--- src/rtl/bcd_xs3_pkg.sv ---
// Shared types and constants for the BCD to Excess-3 sequencing controller.
// Range checking is enabled by defining BCD_XS3_ERR_CHECK_EN.
package bcd_xs3_pkg;

    typedef enum logic [1:0] {
        S_IDLE = 2'd0,
        S_LOAD = 2'd1,
        S_CONV = 2'd2,
        S_DONE = 2'd3
    } state_e;

    localparam logic [3:0] XS3_OFFSET  = 4'd3;
    localparam logic [3:0] XS3_INVALID = 4'hF;
    localparam logic [3:0] BCD_MAX     = 4'd9;

endpackage

--- src/rtl/bcd_xs3_digit.sv ---
// Combinational single-digit BCD to Excess-3 converter.
// With BCD_XS3_ERR_CHECK_EN, digits above 9 map to XS3_INVALID and flag invalid.
module bcd_xs3_digit
    import bcd_xs3_pkg::*;
(
    input  logic [3:0] digit_i,
    output logic [3:0] xs3_o,
    output logic       invalid_o
);

`ifdef BCD_XS3_ERR_CHECK_EN
    always_comb begin
        invalid_o = (digit_i > BCD_MAX);
        xs3_o     = invalid_o ? XS3_INVALID : digit_i + XS3_OFFSET;
    end
`else
    // No range check: out-of-range digits simply wrap modulo 16.
    assign xs3_o     = digit_i + XS3_OFFSET;
    assign invalid_o = 1'b0;
`endif

endmodule

--- src/rtl/bcd_xs3_seq_ctrl.sv ---
// Multi-digit BCD to Excess-3 converter sharing one digit converter, LSD first.
// Optional range check selected by BCD_XS3_ERR_CHECK_EN (see bcd_xs3_digit).
module bcd_xs3_seq_ctrl
    import bcd_xs3_pkg::*;
#(
    parameter int DIGITS = 4
) (
    input  logic                  clk,
    input  logic                  rst,
    input  logic                  start,
    input  logic [4*DIGITS-1:0]   bcd_in,
    output logic                  busy,
    output logic                  done,
    output logic [4*DIGITS-1:0]   xs3_out,
    output logic                  err
);

    localparam int            IW   = (DIGITS > 1) ? $clog2(DIGITS) : 1;
    localparam logic [IW-1:0] LAST = IW'(DIGITS - 1);

    state_e              state_q, state_d;
    logic [IW-1:0]       idx_q, idx_d;
    logic [4*DIGITS-1:0] op_q, op_d;
    logic [4*DIGITS-1:0] res_q, res_d;
    logic                err_q, err_d;

    logic [3:0] dig;
    logic [3:0] dig_xs3;
    logic       dig_inv;

    assign dig = op_q[{idx_q, 2'b00} +: 4];

    bcd_xs3_digit u_digit (
        .digit_i   (dig),
        .xs3_o     (dig_xs3),
        .invalid_o (dig_inv)
    );

    always_ff @(posedge clk or posedge rst) begin
        if (rst) begin
            state_q <= S_IDLE;
            idx_q   <= '0;
            op_q    <= '0;
            res_q   <= '0;
            err_q   <= 1'b0;
        end else begin
            state_q <= state_d;
            idx_q   <= idx_d;
            op_q    <= op_d;
            res_q   <= res_d;
            err_q   <= err_d;
        end
    end

    always_comb begin
        state_d = state_q;
        idx_d   = idx_q;
        op_d    = op_q;
        res_d   = res_q;
        err_d   = err_q;
        unique case (state_q)
            S_IDLE: begin
                if (start) begin
                    op_d    = bcd_in;
                    res_d   = '0;
                    err_d   = 1'b0;
                    state_d = S_LOAD;
                end
            end
            S_LOAD: begin
                idx_d   = '0;
                state_d = S_CONV;
            end
            S_CONV: begin
                res_d[{idx_q, 2'b00} +: 4] = dig_xs3;
                err_d = err_q | dig_inv;
                if (idx_q == LAST) begin
                    state_d = S_DONE;
                end else begin
                    idx_d = idx_q + IW'(1);
                end
            end
            S_DONE: begin
                idx_d   = '0;
                state_d = S_IDLE;
            end
            default: state_d = S_IDLE;
        endcase
    end

    assign busy    = (state_q != S_IDLE);
    assign done    = (state_q == S_DONE);
    assign xs3_out = res_q;
    assign err     = err_q;

endmodule

--- config.mk ---
export PLATFORM = sky130hd
export DESIGN_NAME = bcd_xs3_seq_ctrl
export DESIGN_NICKNAME = d
export VERILOG_FILES = /design/src/rtl/bcd_xs3_pkg.sv /design/src/rtl/bcd_xs3_digit.sv /design/src/rtl/bcd_xs3_seq_ctrl.sv
export SDC_FILE = /design/constraint.sdc
export NUM_CORES = 1
export LEC_CHECK = 0
export ABC_AREA = 0
export BUFFER_PORTS_ARGS = -buffer_cell sky130_fd_sc_hd__buf_2
export CORE_ASPECT_RATIO = 1.5
export CORE_MARGIN = 1.5
export CORE_UTILIZATION = 45
export CTS_CLUSTER_DIAMETER = 150
export DETAILED_ROUTE_END_ITERATION = 7
export HOLD_SLACK_MARGIN = 0.05
export PLACE_DENSITY = 0.71
export SLEW_MARGIN = 20
export SYNTH_ARGS = -nofsm -noshare
export SYNTH_HDL_FRONTEND = slang
export SYNTH_SLANG_ARGS = --single-unit
--- constraint.sdc ---
create_clock -name clk -period 1.9 [get_ports clk]
set_clock_uncertainty 0.1 [all_clocks]
set_input_delay 0.19 -clock clk [delete_from_list [all_inputs] [get_ports clk]]
set_output_delay 0.19 -clock clk [all_outputs]
set_load 0.02 [all_outputs]
==> Flow_metrics.wiki, run 1 <==
{| class="wikitable"
! Metric !! Value
|-
| Remaining antenna violation count || 0
|-
| Synth area leader || sky130_fd_sc_hd__dfrtp_1
|-
| Worst reg-to-reg path cell count || 4
|-
| Maximum number of buffers from clock root to sink || 2
|-
| Post-synth cell types || 28
|-
| Total power of the final layout || between 0.004 and 0.005 W
|-
| Worst Min Path Start || start
|-
| Share of flip-flops with an asynchronous set or reset || 1.00
|-
| Largest fanout of any net on the critical path || 6
|-
| Effective utilization at floorplan || 0.470
|-
| Hold crit path type || in -> reg
|-
| Clock tree sinks || 36
|-
| Share of synthesized area occupied by flip-flops and latches || 0.526
|-
| DR vias/cell || around 5.3
|-
| Fraction of power spent switching nets || 0.376
|-
| Max Clk Rate || ~0.55 GHz
|-
| Result of the run || finished clean
|-
| Syn nets || about 160
|-
| Cell Area, Synth || about 0.0017 mm^2
|-
| Vertical die dimension || just under 80 um
|-
| Global route total overflow || 0
|-
| Routed vias || around 1300
|-
| Fraction of post-synthesis cell area in the top cell type by area || 0.526
|-
| Wire length of the first global-routing pass || ~6.3 mm
|-
| Max-capacitance violation count || 0
|-
| DRC errors left || 0
|-
| Total Die Area || ~0.0042 mm^2
|-
| Total of endpoints with negative setup slack in the final report || 0
|-
| Total CTS buffers || 5
|-
| RePlAce Congestion || 0.886
|-
| Final WL || approximately 3.8 mm
|-
| Final Max Slew Viols || 0
|-
| Layout overhead on the synthesized area || 39.6%
|-
| H-tree depth reported by CTS || 2
|-
| Hold path cells || 4
|-
| Count of TritonRoute iterations in the first routing pass || 4
|-
| Syn_area_per_cell || ~13 um^2
|-
| Vias in the first global route || approximately 1300
|-
| Final critical delay including setup and external delays || approximately 1.8 ns
|-
| HPWL Detailed || roughly 2.8 mm
|-
| Share of final-layout standard cells stronger than drive strength 1 || 0.498
|-
| Count of state elements after synthesis || 36
|-
| Insertion delay of the later-clocked pin in the worst-skew pair || around 0.30 ns
|-
| Data arrival time of the critical path || 1.93 ns
|-
| Worst setup slack for register-to-register paths || approximately 0.073 ns
|-
| Sequential Power Share || 0.291
|-
| Antenna violations before repair || 0
|-
| Unrepaired setup endpoints after global routing || true
|-
| Top flip-flop cell by instance count after synthesis || sky130_fd_sc_hd__dfrtp_1
|-
| Number of standard cells in the final layout excluding fillers || between 200 and 250
|-
| Wire length per cell || ~15 um
|-
| Antenna Cells || 0
|-
| Final cycle utilization of the critical path || 0.961
|-
| Number of standard-cell rows in the floorplan || 27
|-
| Capture point of the worst reg-to-reg path || xs3_out[13]
|-
| Input/output buffers || 36
|-
| Setup Crit Path Kind || reg -> reg
|-
| Final Hold Vio Count || 0
|-
| Worst r2r src || idx_q[0]
|-
| Number of enable-type register cells in the synthesized netlist || 0
|-
| I/O pin cnt || 38
|-
| Buffer type at the clock tree root || sky130_fd_sc_hd__clkbuf_8
|-
| Critical path startpoint category || register
|-
| Cell internal power dissipation || about 0.0026 W
|-
| Global-route total usage across every layer || 0.207
|-
| Clock-pin transition on the worst setup and hold timing paths || approximately 0.070 ns
|-
| P_sw || between 0.0015 and 0.002 W
|-
| Yosys warnings || 0
|-
| Worst path required time || about 2.0 ns
|-
| Postcts setup bufs || 0
|-
| Gate count after technology mapping || approximately 130
|-
| # placed instances || approximately 220
|-
| Number of DRC markers in iteration 0 || 21
|-
| Lkg Pwr || around 1.2 nW
|-
| Net total in the final layout || around 230
|-
| Power density over the cells || 1740 mW/mm^2
|-
| Maximum resistive drop on vdd || ~0.0011 V
|-
| End of the worst hold path || state_q[0]
|-
| Maximum number of pins on one net before global-route repair || 37
|-
| Endpoint type of the worst setup path || register
|-
| Top post-synthesis cells by area || sky130_fd_sc_hd__dfrtp_1, sky130_fd_sc_hd__mux2_2, sky130_fd_sc_hd__ha_1
|-
| Combinational Power Share || 0.530
|-
| Width of the chip || approximately 53 um
|-
| Fraction of power consumed by the clock network || 0.179
|-
| Standard cell core area || 0.00365 mm^2
|-
| Clock tree from TritonCTS || done
|}
area by class of cell:
type	instances	area, um^2
clock buffer	7	96.3
clock inverter	1	30.0
fill	290	1250
inverter	11	43.8
multi-input combinational	81	815
sequential	36	902
tap	43	53.8
timing repair buffer	65	453
Yosys cell counts (2+ instances only):
library cell and number:
sky130_fd_sc_hd__a21oi_1 2, sky130_fd_sc_hd__nor2_1 5, sky130_fd_sc_hd__mux2_2 20, sky130_fd_sc_hd__mux4_1 2, sky130_fd_sc_hd__nand2_1 7, sky130_fd_sc_hd__a22o_1 11
sky130_fd_sc_hd__dfrtp_1 36, sky130_fd_sc_hd__ha_1 9, sky130_fd_sc_hd__inv_1 11, sky130_fd_sc_hd__mux4_2 2, sky130_fd_sc_hd__o21ai_0 9
power by group through the flow:
stage | Sequential [W] | Combinational [W] | Clock (W)
floorplan | 0.00125 | 0.00125 | 0
global placement | 0.00120 | 0.00183 | 0
detailed placement | 0.00123 | 0.00194 | 0
CTS | 0.00122 | 0.00200 | 0.000752
global route | 0.00126 | 0.00240 | 0.000787
finish | 0.00121 | 0.00221 | 0.000745
cells by family after synthesis:
family | after synthesis | synth area share
AND/OR/NAND/NOR | 19 | 0.0569
buffers and inverters | 14 | 0.0372
multiplexers | 24 | 0.188
other | 1 | 0.00219
adder cells (fa/ha/maj) | 9 | 0.0657
XOR/XNOR | 2 | 0.0146
AO/OA/AOI/OAI | 26 | 0.109
flip-flops | 36 | 0.526
layout by cell type (no fill, tap or decap), types with 2 or more instances in the layout:
master | netlist | final
sky130_fd_sc_hd__o21ai_2 | 1 | 3
sky130_fd_sc_hd__ha_4 | 0 | 2
sky130_fd_sc_hd__nand2_1 | 7 | 7
sky130_fd_sc_hd__o21ai_0 | 9 | 2
sky130_fd_sc_hd__mux4_2 | 2 | 3
sky130_fd_sc_hd__inv_2 | 0 | 3
sky130_fd_sc_hd__dfrtp_1 | 36 | 35
sky130_fd_sc_hd__clkbuf_8 | 0 | 7
sky130_fd_sc_hd__inv_1 | 11 | 7
sky130_fd_sc_hd__dlygate4sd3_1 | 0 | 17
sky130_fd_sc_hd__nor2_1 | 5 | 4
sky130_fd_sc_hd__buf_4 | 1 | 11
sky130_fd_sc_hd__xnor2_2 | 1 | 2
sky130_fd_sc_hd__o21ai_1 | 0 | 5
sky130_fd_sc_hd__a22o_1 | 11 | 11
sky130_fd_sc_hd__ha_1 | 9 | 6
sky130_fd_sc_hd__mux2_2 | 20 | 20
sky130_fd_sc_hd__buf_2 | 0 | 36
metal layers:
layer  part of all wire  routed length, um  track usage  up-vias
met5                  0                  0            0        -
met4              0.014                 53       0.0744        0
met3              0.048                180       0.0570        4
met2               0.60               2270        0.377       40
met1               0.34               1270        0.215      643
li1                   -                  -            -      606
what timing repair did:
item | in CTS | in global routing
hold buffers | 17 | 0
setup endpoints to repair | 11 | 15
cloned | 0 | 0
endpoints found under the hold margin | 52 | 0
gates resized for setup | 3 | 18
pin swaps | 0 | 1
critical path, stage by stage (launching register included):
cell and delay [ns]:
sky130_fd_sc_hd__dfrtp_2 0.45, sky130_fd_sc_hd__mux4_2 0.57, sky130_fd_sc_hd__inv_2 0.11, sky130_fd_sc_hd__ha_4 0.21, sky130_fd_sc_hd__o41ai_2 0.30
through the flow:
step	area [um^2]	TNS (ns)	hold slack, ns	setup WS, ns	utilization
after floorplan	1730	0	0.241	0.00561	-
after global placement	2040	-0.0196	0.199	-0.0174	0.560
after detailed placement	2040	-0.364	0.208	-0.0862	0.560
after CTS	2340	0	0.262	0.00493	0.643
after global routing	2390	-0.0674	0.303	-0.0221	0.656
final	2390	0	0.283	0.0733	0.656
sequential cells by signal (all words and copies together) (netlist names):
signal and count:
idx_q 2, op_q 16, state_q 2, xs3_out 16
how the worst max path moves through the flow:
stage | start | slack, ns | depth (start not counted) | endpoint
final | idx_q[0] | 0.07 | 4 | xs3_out[13]
after floorplan | state_q[0] | 0.006 | 6 | xs3_out[0]
after global routing | idx_q[0] | -0.02 | 4 | xs3_out[13]
after CTS | idx_q[0] | 0.005 | 5 | xs3_out[12]
after global placement | idx_q[0] | -0.02 | 4 | xs3_out[13]
after detailed placement | idx_q[0] | -0.09 | 4 | xs3_out[13]
(Power assumes the default switching activity.)
==> inputs of run 2 (changes only) <==
--- a/config.mk
+++ b/config.mk
@@ -14,6 +14,7 @@
 export DETAILED_ROUTE_END_ITERATION = 7
 export HOLD_SLACK_MARGIN = 0.05
 export PLACE_DENSITY = 0.71
+export RECOVER_POWER = 50
 export SLEW_MARGIN = 20
 export SYNTH_ARGS = -nofsm -noshare
 export SYNTH_HDL_FRONTEND = slang
==> run 2 against run 1 <==
Worst setup slack got worse by 0.0017 ns. Critical path depth unchanged. Register-to-register slack about the same. Wire length hardly changed. Total power decreased by 0.25%. Clock power about the same. Die area unchanged. Highest routed layer unchanged.
==> Flow_metrics.wiki, run 2 (synthesis results as in run 1) <==
{| class="wikitable"
! Metric !! Value
|-
| Global-route total usage across every layer || 0.207
|-
| Buffer type at the clock tree root || sky130_fd_sc_hd__clkbuf_8
|-
| Wire length of the first global-routing pass || 6.25 mm
|-
| Max-capacitance violation count || 0
|-
| Area used by sequential logic in the layout || approximately 900 um^2
|-
| Final WL || about 3.8 mm
|-
| Remaining antenna violation count || 0
|-
| Data arrival time of the critical path || a little under 2 ns
|-
| Max Clk Rate || about 0.55 GHz
|-
| Maximum number of pins on one net before global-route repair || 37
|-
| I/O pin cnt || 38
|-
| H-tree depth reported by CTS || 2
|-
| Critical path startpoint category || register
|-
| Share of final-layout standard cells stronger than drive strength 1 || 0.473
|-
| Number of DRC markers in iteration 0 || 21
|-
| Clock tree sinks || 36
|-
| Worst-path cell with the longest stage delay || sky130_fd_sc_hd__mux4_2
|-
| Cell chain of the critical path || mux4_2 -> inv_2 -> ha_4 -> o41ai_2
|-
| Endpoint type of the worst setup path || register
|-
| Setup Crit Path Kind || reg -> reg
|-
| HPWL Detailed || 2.79 mm
|-
| Total power of the final layout || slightly above 0.004 W
|-
| Clock-pin transition on the worst setup and hold timing paths || around 0.070 ns
|-
| Vias in the first global route || roughly 1300
|-
| Wire length per cell || around 15 um
|-
| Final cycle utilization of the critical path || 0.962
|-
| Insertion delay of the later-clocked pin in the worst-skew pair || approximately 0.3 ns
|-
| DRC errors left || 0
|-
| Antenna Cells || 0
|-
| Total CTS buffers || 5
|-
| Routed vias || ~1300
|-
| Power density over the cells || ~1700 mW/mm^2
|-
| Final design instance area without fill || about 0.0024 mm^2
|-
| Final Max Slew Viols || 0
|-
| Antenna violations before repair || 0
|-
| Global route total overflow || 0
|-
| Width of the chip || around 53 um
|-
| Number of standard-cell rows in the floorplan || 27
|-
| Clock tree from TritonCTS || done
|-
| DR vias/cell || 5.26
|-
| Effective utilization at floorplan || 0.470
|-
| Count of TritonRoute iterations in the first routing pass || 4
|-
| Total of endpoints with negative setup slack in the final report || 0
|-
| Commonest non-fill, non-tap cells in the layout || sky130_fd_sc_hd__dfrtp_1, sky130_fd_sc_hd__buf_2, sky130_fd_sc_hd__mux2_2
|-
| Input/output buffers || 36
|-
| Hold crit path type || in -> reg
|-
| Maximum resistive drop on vdd || between 0.001 and 0.0015 V
|-
| Final Hold Vio Count || 0
|-
| Most common library cell in the layout ignoring fill and taps || sky130_fd_sc_hd__dfrtp_1
|-
| Vertical die dimension || a little under 80 um
|-
| Worst path required time || 2.00 ns
|-
| Unrepaired setup endpoints after global routing || true
|-
| Placed instance area || approximately 0.0020 mm^2
|-
| Placement Setup Slack || -0.0862 ns
|-
| Actual transition at the worst max-transition pin || around 0.85 ns
|-
| Max-slew headroom || 0.430
|-
| Number of inserted filler cells in the final layout || 296
|-
| RePlAce Congestion || between 0.8 and 0.9
|-
| Lkg Pwr || around 1.1 nW
|-
| Standard cell core area || approximately 0.0036 mm^2
|-
| Area taken by multi-input logic gates || a little over 800 um^2
|-
| Total Negative Setup Slacks || 0 ns
|-
| Result of the run || finished clean
|-
| Largest fanout of any net on the critical path || 6
|-
| Net total in the final layout || 228
|-
| Max stage delay on crit path || 0.57 ns
|-
| Final critical delay including setup and external delays || about 1.8 ns
|-
| Final worst setup slack || a little over 0.07 ns
|-
| Maximum number of buffers from clock root to sink || 2
|-
| Worst hold slack across all endpoints || between 0.2 and 0.3 ns
|-
| Total Die Area || 0.00420 mm^2
|-
| Layout overhead on the synthesized area || 39.1%
|}
-- run 2: cell count changes in the layout (fill, tap and decap cells not counted), sizes merged --
cell    previous run  this run
buf               48        42
clkbuf             7        13
-- run 2: power breakdown --
part / switching [W] / internal [W]
combinational: 0.00111 / 0.00108
clock: 0.000281 / 0.000463
sequential: 0.000170 / 0.00104
total: 0.00156 / 0.00259
-- run 2: area by class of cell --
type                       instances  area share
multi-input combinational         81       0.342
timing repair buffer              65       0.186
clock inverter                     1      0.0126
clock buffer                       7      0.0404
tap                               43      0.0226
inverter                          11      0.0184
sequential                        36       0.378
-- run 2: critical path, delay by kind of cell (launching register included) --
family                     cells  cell delay (ns)
buffers and inverters          1             0.11
adders and majority gates      1             0.21
AOI/OAI and AO/OA              1             0.30
muxes                          1             0.57
DFF                            1             0.45
-- run 2: worst paths after layout --
kind / start / end / slack, ns / cells past startpoint
worst max-delay path: idx_q[0] / xs3_out[13] / 0.07 / 4
worst min-delay path: start / state_q[0] / 0.28 / 4
worst max register to register: idx_q[0] / xs3_out[13] / 0.07 / 4
worst min register to register: xs3_out[8] / xs3_out[8] / 0.39 / 2
max in group asynchronous: rst / idx_q[0] / 0.52 / 4
min in group asynchronous: rst / xs3_out[10] / 0.58 / 4
-- run 2: per-layer routing --
layer / part of all wire / GRT usage
met5: 0 / 0
met3: 0.041 / 0.0570
met2: 0.60 / 0.377
met1: 0.35 / 0.215
met4: 0.014 / 0.0744
-- run 2: per-stage QoR --
step | utilization | instances
CTS | 0.643 | 244
global route | 0.654 | 244
finish | 0.654 | 244
global placement | 0.560 | 219
detailed placement | 0.560 | 219
floorplan | - | 131
-- run 2: what timing repair did --
| item | CTS | global route |
|---|---|---|
| pin swaps | 0 | 1 |
| buffers inserted | 0 | 0 |
| resized for setup | 3 | 18 |
| hold endpoints to repair | 52 | 0 |
| hold buffers | 17 | 0 |
| endpoints found under the setup margin | 11 | 15 |
